### src/rtl/al4s3b_fpga_wb_pkg.sv
// rtl/al4s3b_fpga_wb_pkg.sv - shared types and constants for the Wishbone decoder
package al4s3b_fpga_wb_pkg;

  typedef enum logic [1:0] {
    S_IDLE    = 2'd0,
    S_WAIT    = 2'd1,
    S_ERR_ACK = 2'd2,
    S_ST_ACK  = 2'd3
  } wb_state_e;

  localparam int STAT_CNT_W = 16;
  localparam int TOUT_CNT_W = 8;

  localparam logic [7:0] STAT_OFF_UNMAP = 8'h00;
  localparam logic [7:0] STAT_OFF_TOUT  = 8'h04;
  localparam logic [7:0] STAT_OFF_LAST  = 8'h08;

  localparam int LAST_ERR_TOUT_BIT = 31;
  localparam int LAST_ERR_ADR_W    = 17;

  function automatic logic [STAT_CNT_W-1:0] sat_inc(input logic [STAT_CNT_W-1:0] v);
    return (&v) ? v : v + 1'b1;
  endfunction

endpackage

### src/rtl/al4s3b_fpga_wb_status_regs.sv
// rtl/al4s3b_fpga_wb_status_regs.sv - error counters and last-error capture
module al4s3b_fpga_wb_status_regs
  import al4s3b_fpga_wb_pkg::*;
#(
  parameter int          APERWIDTH          = 17,
  parameter int          APERSIZE           = 10,
  parameter logic [31:0] DEFAULT_READ_VALUE = 32'hBADFABAC
) (
  input  logic                 clk_i,
  input  logic                 rst_n_i,
  input  logic                 wr_i,
  input  logic                 unmap_err_i,
  input  logic                 tout_err_i,
  input  logic [APERWIDTH-1:0] err_adr_i,
  input  logic [APERSIZE-1:0]  off_i,
  output logic [31:0]          rd_dat_o
);

  logic [STAT_CNT_W-1:0] unmap_cnt_q;
  logic [STAT_CNT_W-1:0] tout_cnt_q;
  logic [31:0]           last_err_q;
  logic [31:0]           err_word;
  logic [APERSIZE-1:0]   word_off;
  logic                  clr;
  logic                  unused_off;

  assign word_off   = {off_i[APERSIZE-1:2], 2'b00};
  assign unused_off = ^off_i[1:0];
  assign clr        = wr_i && (word_off == APERSIZE'(STAT_OFF_UNMAP));

  always_comb begin
    err_word = '0;
    err_word[LAST_ERR_ADR_W-1:0] = LAST_ERR_ADR_W'(err_adr_i);
    err_word[LAST_ERR_TOUT_BIT]  = tout_err_i;
  end

  // A clear in the same cycle as an error discards that error.
  always_ff @(posedge clk_i or negedge rst_n_i) begin
    if (!rst_n_i) begin
      unmap_cnt_q <= '0;
      tout_cnt_q  <= '0;
      last_err_q  <= '0;
    end else if (clr) begin
      unmap_cnt_q <= '0;
      tout_cnt_q  <= '0;
      last_err_q  <= '0;
    end else begin
      if (unmap_err_i) unmap_cnt_q <= sat_inc(unmap_cnt_q);
      if (tout_err_i)  tout_cnt_q  <= sat_inc(tout_cnt_q);
      if (unmap_err_i || tout_err_i) last_err_q <= err_word;
    end
  end

  always_comb begin
    rd_dat_o = DEFAULT_READ_VALUE;
    if (word_off == APERSIZE'(STAT_OFF_UNMAP))      rd_dat_o = 32'(unmap_cnt_q);
    else if (word_off == APERSIZE'(STAT_OFF_TOUT))  rd_dat_o = 32'(tout_cnt_q);
    else if (word_off == APERSIZE'(STAT_OFF_LAST))  rd_dat_o = last_err_q;
  end

endmodule

### src/rtl/al4s3b_fpga_wb_decoder.sv
// rtl/al4s3b_fpga_wb_decoder.sv - Wishbone slave decoder with timeout and status aperture
module al4s3b_fpga_wb_decoder
  import al4s3b_fpga_wb_pkg::*;
#(
  parameter int                              NUM_SLAVES          = 4,
  parameter int                              APERWIDTH           = 17,
  parameter int                              APERSIZE            = 10,
  parameter logic [NUM_SLAVES*APERWIDTH-1:0] BASE_ADDRS          = {17'h04000, 17'h03000, 17'h02000, 17'h01000},
  parameter logic [APERWIDTH-1:0]            STATUS_BASE_ADDRESS = 17'h06000,
  parameter logic [31:0]                     DEFAULT_READ_VALUE  = 32'hBADFABAC,
  parameter int                              TIMEOUT_CYCLES      = 15
) (
  input  logic                       WBs_CLK_i,
  input  logic                       WBs_RST_n_i,
  input  logic [APERWIDTH-1:0]       WBs_ADR_i,
  input  logic                       WBs_CYC_i,
  input  logic                       WBs_STB_i,
  input  logic                       WBs_WE_i,
  input  logic [3:0]                 WBs_BYTE_STB_i,
  input  logic [31:0]                WBs_DAT_i,
  output logic [31:0]                WBs_RD_DAT_o,
  output logic                       WBs_ACK_o,
  output logic [NUM_SLAVES-1:0]      WBs_CYC_o,
  input  logic [NUM_SLAVES-1:0]      WBs_ACK_i,
  input  logic [NUM_SLAVES*32-1:0]   WBs_DAT_i_slv,
  output logic                       Bus_Err_o
);

  localparam int SIDX_W = (NUM_SLAVES > 1) ? $clog2(NUM_SLAVES) : 1;
  localparam int TAG_W  = APERWIDTH - APERSIZE;

  logic                  rst_meta_q, rst_sync_n_q;
  logic                  req, st_hit, slv_hit, slv_ack, tout_hit;
  logic                  unmap_evt, tout_evt, st_wr;
  logic [SIDX_W-1:0]     sel_idx;
  logic [NUM_SLAVES-1:0] sel;
  logic [31:0]           slv_dat, st_rd_dat, st_rd_q;
  logic [TOUT_CNT_W-1:0] tcnt_q;
  wb_state_e             state_q;
  logic                  unused_wdat;

  assign unused_wdat = ^WBs_DAT_i;

  always_ff @(posedge WBs_CLK_i or negedge WBs_RST_n_i) begin
    if (!WBs_RST_n_i) begin
      rst_meta_q   <= 1'b0;
      rst_sync_n_q <= 1'b0;
    end else begin
      rst_meta_q   <= 1'b1;
      rst_sync_n_q <= rst_meta_q;
    end
  end

  // Descending scan so the lowest matching index is the one left standing.
  always_comb begin
    st_hit  = (WBs_ADR_i[APERWIDTH-1:APERSIZE] == STATUS_BASE_ADDRESS[APERWIDTH-1:APERSIZE]);
    slv_hit = 1'b0;
    sel_idx = '0;
    for (int i = NUM_SLAVES - 1; i >= 0; i--) begin
      if (!st_hit && WBs_ADR_i[APERWIDTH-1:APERSIZE] == BASE_ADDRS[i*APERWIDTH+APERSIZE +: TAG_W]) begin
        slv_hit = 1'b1;
        sel_idx = SIDX_W'(i);
      end
    end
  end

  assign sel       = slv_hit ? (NUM_SLAVES'(1) << sel_idx) : '0;
  assign WBs_CYC_o = sel & {NUM_SLAVES{WBs_CYC_i}};
  assign req       = WBs_CYC_i & WBs_STB_i;
  assign slv_ack   = rst_sync_n_q & req & slv_hit & WBs_ACK_i[sel_idx];
  assign slv_dat   = WBs_DAT_i_slv[32*int'(sel_idx) +: 32];
  assign tout_hit  = ((tcnt_q + 1'b1) == TOUT_CNT_W'(TIMEOUT_CYCLES));

  assign unmap_evt = (state_q == S_IDLE) & req & ~st_hit & ~slv_hit;
  assign tout_evt  = (state_q == S_WAIT) & req & ~slv_ack & tout_hit;
  assign st_wr     = (state_q == S_IDLE) & req & st_hit & WBs_WE_i & (|WBs_BYTE_STB_i);

  al4s3b_fpga_wb_status_regs #(
    .APERWIDTH          (APERWIDTH),
    .APERSIZE           (APERSIZE),
    .DEFAULT_READ_VALUE (DEFAULT_READ_VALUE)
  ) u_status (
    .clk_i       (WBs_CLK_i),
    .rst_n_i     (rst_sync_n_q),
    .wr_i        (st_wr),
    .unmap_err_i (unmap_evt),
    .tout_err_i  (tout_evt),
    .err_adr_i   (WBs_ADR_i),
    .off_i       (WBs_ADR_i[APERSIZE-1:0]),
    .rd_dat_o    (st_rd_dat)
  );

  always_ff @(posedge WBs_CLK_i or negedge rst_sync_n_q) begin
    if (!rst_sync_n_q) begin
      state_q <= S_IDLE;
      tcnt_q  <= '0;
      st_rd_q <= '0;
    end else begin
      case (state_q)
        S_IDLE: begin
          if (req) begin
            if (st_hit) begin
              state_q <= S_ST_ACK;
              st_rd_q <= st_rd_dat;
            end else if (!slv_hit) begin
              state_q <= S_ERR_ACK;
            end else if (!slv_ack) begin
              state_q <= S_WAIT;
              tcnt_q  <= '0;
            end
          end
        end
        S_WAIT: begin
          if (slv_ack || !req) state_q <= S_IDLE;
          else if (tout_hit)   state_q <= S_ERR_ACK;
          else                 tcnt_q  <= tcnt_q + 1'b1;
        end
        default: state_q <= S_IDLE;
      endcase
    end
  end

  always_comb begin
    WBs_ACK_o    = 1'b0;
    Bus_Err_o    = 1'b0;
    WBs_RD_DAT_o = DEFAULT_READ_VALUE;
    case (state_q)
      S_ERR_ACK: begin
        WBs_ACK_o = 1'b1;
        Bus_Err_o = 1'b1;
      end
      S_ST_ACK: begin
        WBs_ACK_o    = 1'b1;
        WBs_RD_DAT_o = st_rd_q;
      end
      default: begin
        WBs_ACK_o = slv_ack;
        if (slv_hit) WBs_RD_DAT_o = slv_dat;
      end
    endcase
  end

endmodule
### config.mk
export PLATFORM = sky130hd
export DESIGN_NAME = al4s3b_fpga_wb_decoder
export DESIGN_NICKNAME = d
export VERILOG_FILES = /design/src/rtl/al4s3b_fpga_wb_pkg.sv /design/src/rtl/al4s3b_fpga_wb_status_regs.sv /design/src/rtl/al4s3b_fpga_wb_decoder.sv
export SDC_FILE = /design/constraint.sdc
export NUM_CORES = 1
export LEC_CHECK = 0
export BUFFER_PORTS_ARGS = -buffer_cell sky130_fd_sc_hd__buf_2
export CORE_MARGIN = 2
export CORE_UTILIZATION = 49
export CTS_CLUSTER_SIZE = 14
export DETAILED_ROUTE_END_ITERATION = 8
export HOLD_SLACK_MARGIN = 0.05
export PLACE_DENSITY = 0.79
export SYNTH_ARGS = -nofsm -noshare
export SYNTH_HDL_FRONTEND = slang
export SYNTH_SLANG_ARGS = --single-unit
### constraint.sdc
create_clock -name WBs_CLK_i -period 3 [get_ports WBs_CLK_i]
set_input_delay 0.3 -clock WBs_CLK_i [delete_from_list [all_inputs] [get_ports WBs_CLK_i]]
set_output_delay 0.3 -clock WBs_CLK_i [all_outputs]
set_load 0.05 [all_outputs]
==> results.json <==
{
  "synth_cells": 657,
  "grt.total_usage_pct": 28.8,
  "final_area_sq_mm": 0.00709,
  "hold_depth": 2,
  "ios": 228,
  "via_per_inst": 5.94,
  "setup_viol": 0,
  "synth_cell_types": 65,
  "synth_flop_cell": "dfrtp_1",
  "die_y_um": 111,
  "drc": 0,
  "finalCriticalPeriod_ps": 2480,
  "worstSetupPathType": "in -> out",
  "ff2ff_path_depth": 7,
  "worst_slew_pin_slew_ps": 752,
  "die_area_sq_mm": 0.0123,
  "rsz0062_at_grt": "false",
  "arrival_ps": 2180,
  "hpwlAfterDp_mm": 13.2,
  "power_density_mw_per_mm2": 440,
  "wirelength_mm": 17.8,
  "cpMaxStageDelayCell": "or4_4",
  "cpPeakStageDelay_ps": 620,
  "finish.utilization_pct": 62.9,
  "rrSetupSlack_ps": 550,
  "clock_latency_ps": 340,
  "num_vias": 5882,
  "final_cell_mix": "buf_2 (195), a21oi_1 (83), dfrtp_1 (80)",
  "max_freq_mhz": 403,
  "drive_above_1_share_pct": 33.2,
  "hold_start": "WBs_ADR_i[4]",
  "initial_core_util_pct": 49.8,
  "path_cells": "buf_2, or4_4, nor2_2, buf_4, a21oi_1, a21oi_1, buf_2",
  "cap_violations": 0,
  "finalPower_mw": 3.12,
  "tns_ps": 0,
  "place_congestion": 0.932,
  "cts_tree": "built",
  "crit_path_end_kind": "output port",
  "synth_edf_count": 0,
  "p_leak_nw": 3.32,
  "numCtsBuffers": 9,
  "crit_family": "simple AND/OR/NAND/NOR gates",
  "dpl_cell_area_sq_mm": 0.00674,
  "io_buffers": 195,
  "rows": 39,
  "coreArea_sq_mm": 0.0113,
  "final_nets": 1037,
  "grt_max_degree": 60,
  "synthArstFlopShare_pct": 100,
  "ys_ff_latch": 81,
  "cts-htree-levels": 3,
  "grt-ovfl-total": 0,
  "die_w_um": 111,
  "whs_ps": 214,
  "grt_pass1_wl_mm": 28.4,
  "cp_max_fo": 32,
  "slew_headroom_pct": 49.9,
  "drt-pass1-iter-count": 8,
  "first_global_vias": 5612,
  "first_iter_violations": 573,
  "critical_path_buf_inv_count": 3,
  "vdd_ir_drop_max_v": 0.000254,
  "cts.clk_slew.worst_paths_ps": 60,
  "status": "finished clean",
  "clock_sink_count": 81,
  "hp-class": "in -> reg",
  "antenna_found_initial": 2,
  "post_cts_buffers": 0,
  "finalHoldViolations": 0,
  "clockRootBuffer": "clkbuf_16",
  "areaGrowthSynthToFinish_pct": 26.4,
  "avgSynthCellArea_sq_um": 8.54,
  "startpoint_type": "input pin",
  "worstReg2RegEnd": "u_status.last_err_q[7]",
  "layout_commonest_cell": "buf_2",
  "min_to": "u_status.last_err_q[4]",
  "seq_area_frac_synth_pct": 36.1,
  "wire_per_inst_um": 18.0,
  "fin_skew_ps": 9.03,
  "crit_required_ps": 2700,
  "ys.warnings.count": 0,
  "crit-reg2reg-launch": "tcnt_q[2]",
  "syn-num-nets": 851,
  "syn_area_sq_mm": 0.00561,
  "slew_viol_final": 0,
  "ant_nets": 0,
  "cts_max_path_buffers": 2,
  "timing.final.crit_share_pct": 82.6
}
## cells in the mapped netlist, types with 3 or more instances
cell       n  area, sq um
a222oi_1  11          110
mux2_4    10          150
a21oi_1   83          415
a21o_1     7         52.6
nor2b_1    3         18.8
xor2_1     4         35.0
nor4_1     4         25.0
o22ai_1   10         62.6
mux2_2    23          259
ha_1       4         50.1
xnor2_1    8         70.1
nand4_1   10         62.6
mux2i_1   37          370
o21ai_0   35          175
o21a_1     8         60.1
and4_1     3         26.3
a31oi_1    4         25.0
nor2_1    75          282
inv_1      8         30.0
or2_2      4         25.0
buf_2      7         35.0
and2_1     6         37.5
and3_1     6         37.5
nand3_1   37          185
nand2b_1  15         93.8
nor3_1    12         60.1
or3_1      5         31.3
clkbuf_1  25         93.8
nand2_1   56          210
or4_1      3         22.5
dfrtp_1   81         2030
o31ai_1    7         52.6
buf_1      7         26.3
## worst max-delay path by stage
stage,start,to,slack [ps],cells past startpoint
6_report,WBs_ADR_i[15],WBs_RD_DAT_o[8],520,7
3_3_place_gp,WBs_ADR_i[15],u_status.last_err_q[4],430,8
2_1_floorplan,WBs_ADR_i[15],WBs_RD_DAT_o[12],80,5
3_5_place_dp,WBs_ADR_i[15],u_status.last_err_q[2],390,8
4_1_cts,WBs_ADR_i[15],WBs_RD_DAT_o[10],540,7
5_1_grt,WBs_ADR_i[15],WBs_RD_DAT_o[14],420,7
## logic make-up after synthesis
kind of cell               synth area share (%)
AOI/OAI and AO/OA                          20.8
xor gates and xnor gates                   1.87
adders and majority gates                 0.892
buffers and inverters                      3.82
DFF                                        36.1
muxes                                      13.9
other                                    0.0669
and+or+nand+nor                            22.5
## per-stage QoR
| stage | instances | setup WS, ps |
|---|---|---|
| floorplan | 657 | 80.8 |
| global placement | 974 | 430 |
| detailed placement | 974 | 386 |
| CTS | 989 | 536 |
| global route | 991 | 424 |
| finish | 991 | 521 |
## layer usage
metal  routed length (um)  global-route usage (%)  up-vias  part of all wire (%)
li1                     -                       -     2782                     -
met1                 7350                    37.5     2771                    41
met2                 8650                    48.5      294                    49
met3                 1370                    4.70       35                   7.7
met4                  434                    10.3        0                   2.4
met5                    0                       0        -                     0
## state kept, by name (all words and copies together) (netlist names)
signal                flops
st_rd_q                  19
u_status.last_err_q      18
u_status.tout_cnt_q      16
u_status.unmap_cnt_q     16
tcnt_q                    8
state_q                   2
rst_meta_q                1
rst_sync_n_q              1
## timing repair
action,in CTS,in global routing
hold buffers,1,0
hold endpoints to repair,2,0
resized for setup,0,0
## power by group
part           internal [mW]  switching [mW]
Sequential              1.20           0.117
Combinational          0.281           0.279
Clock                  0.827           0.422
Total                   2.30           0.818
## layout make-up
type	instances	area [sq um]
Antenna cell	2	5.00
Clock buffer	11	243
Clock inverter	3	90.1
Fill cell	985	4180
Inverter	9	33.8
Multi-Input combinational cell	526	3370
Sequential cell	81	2030
Tap cell	143	179
Timing Repair Buffer	216	1140
Power figures use the tool's default switching activity.
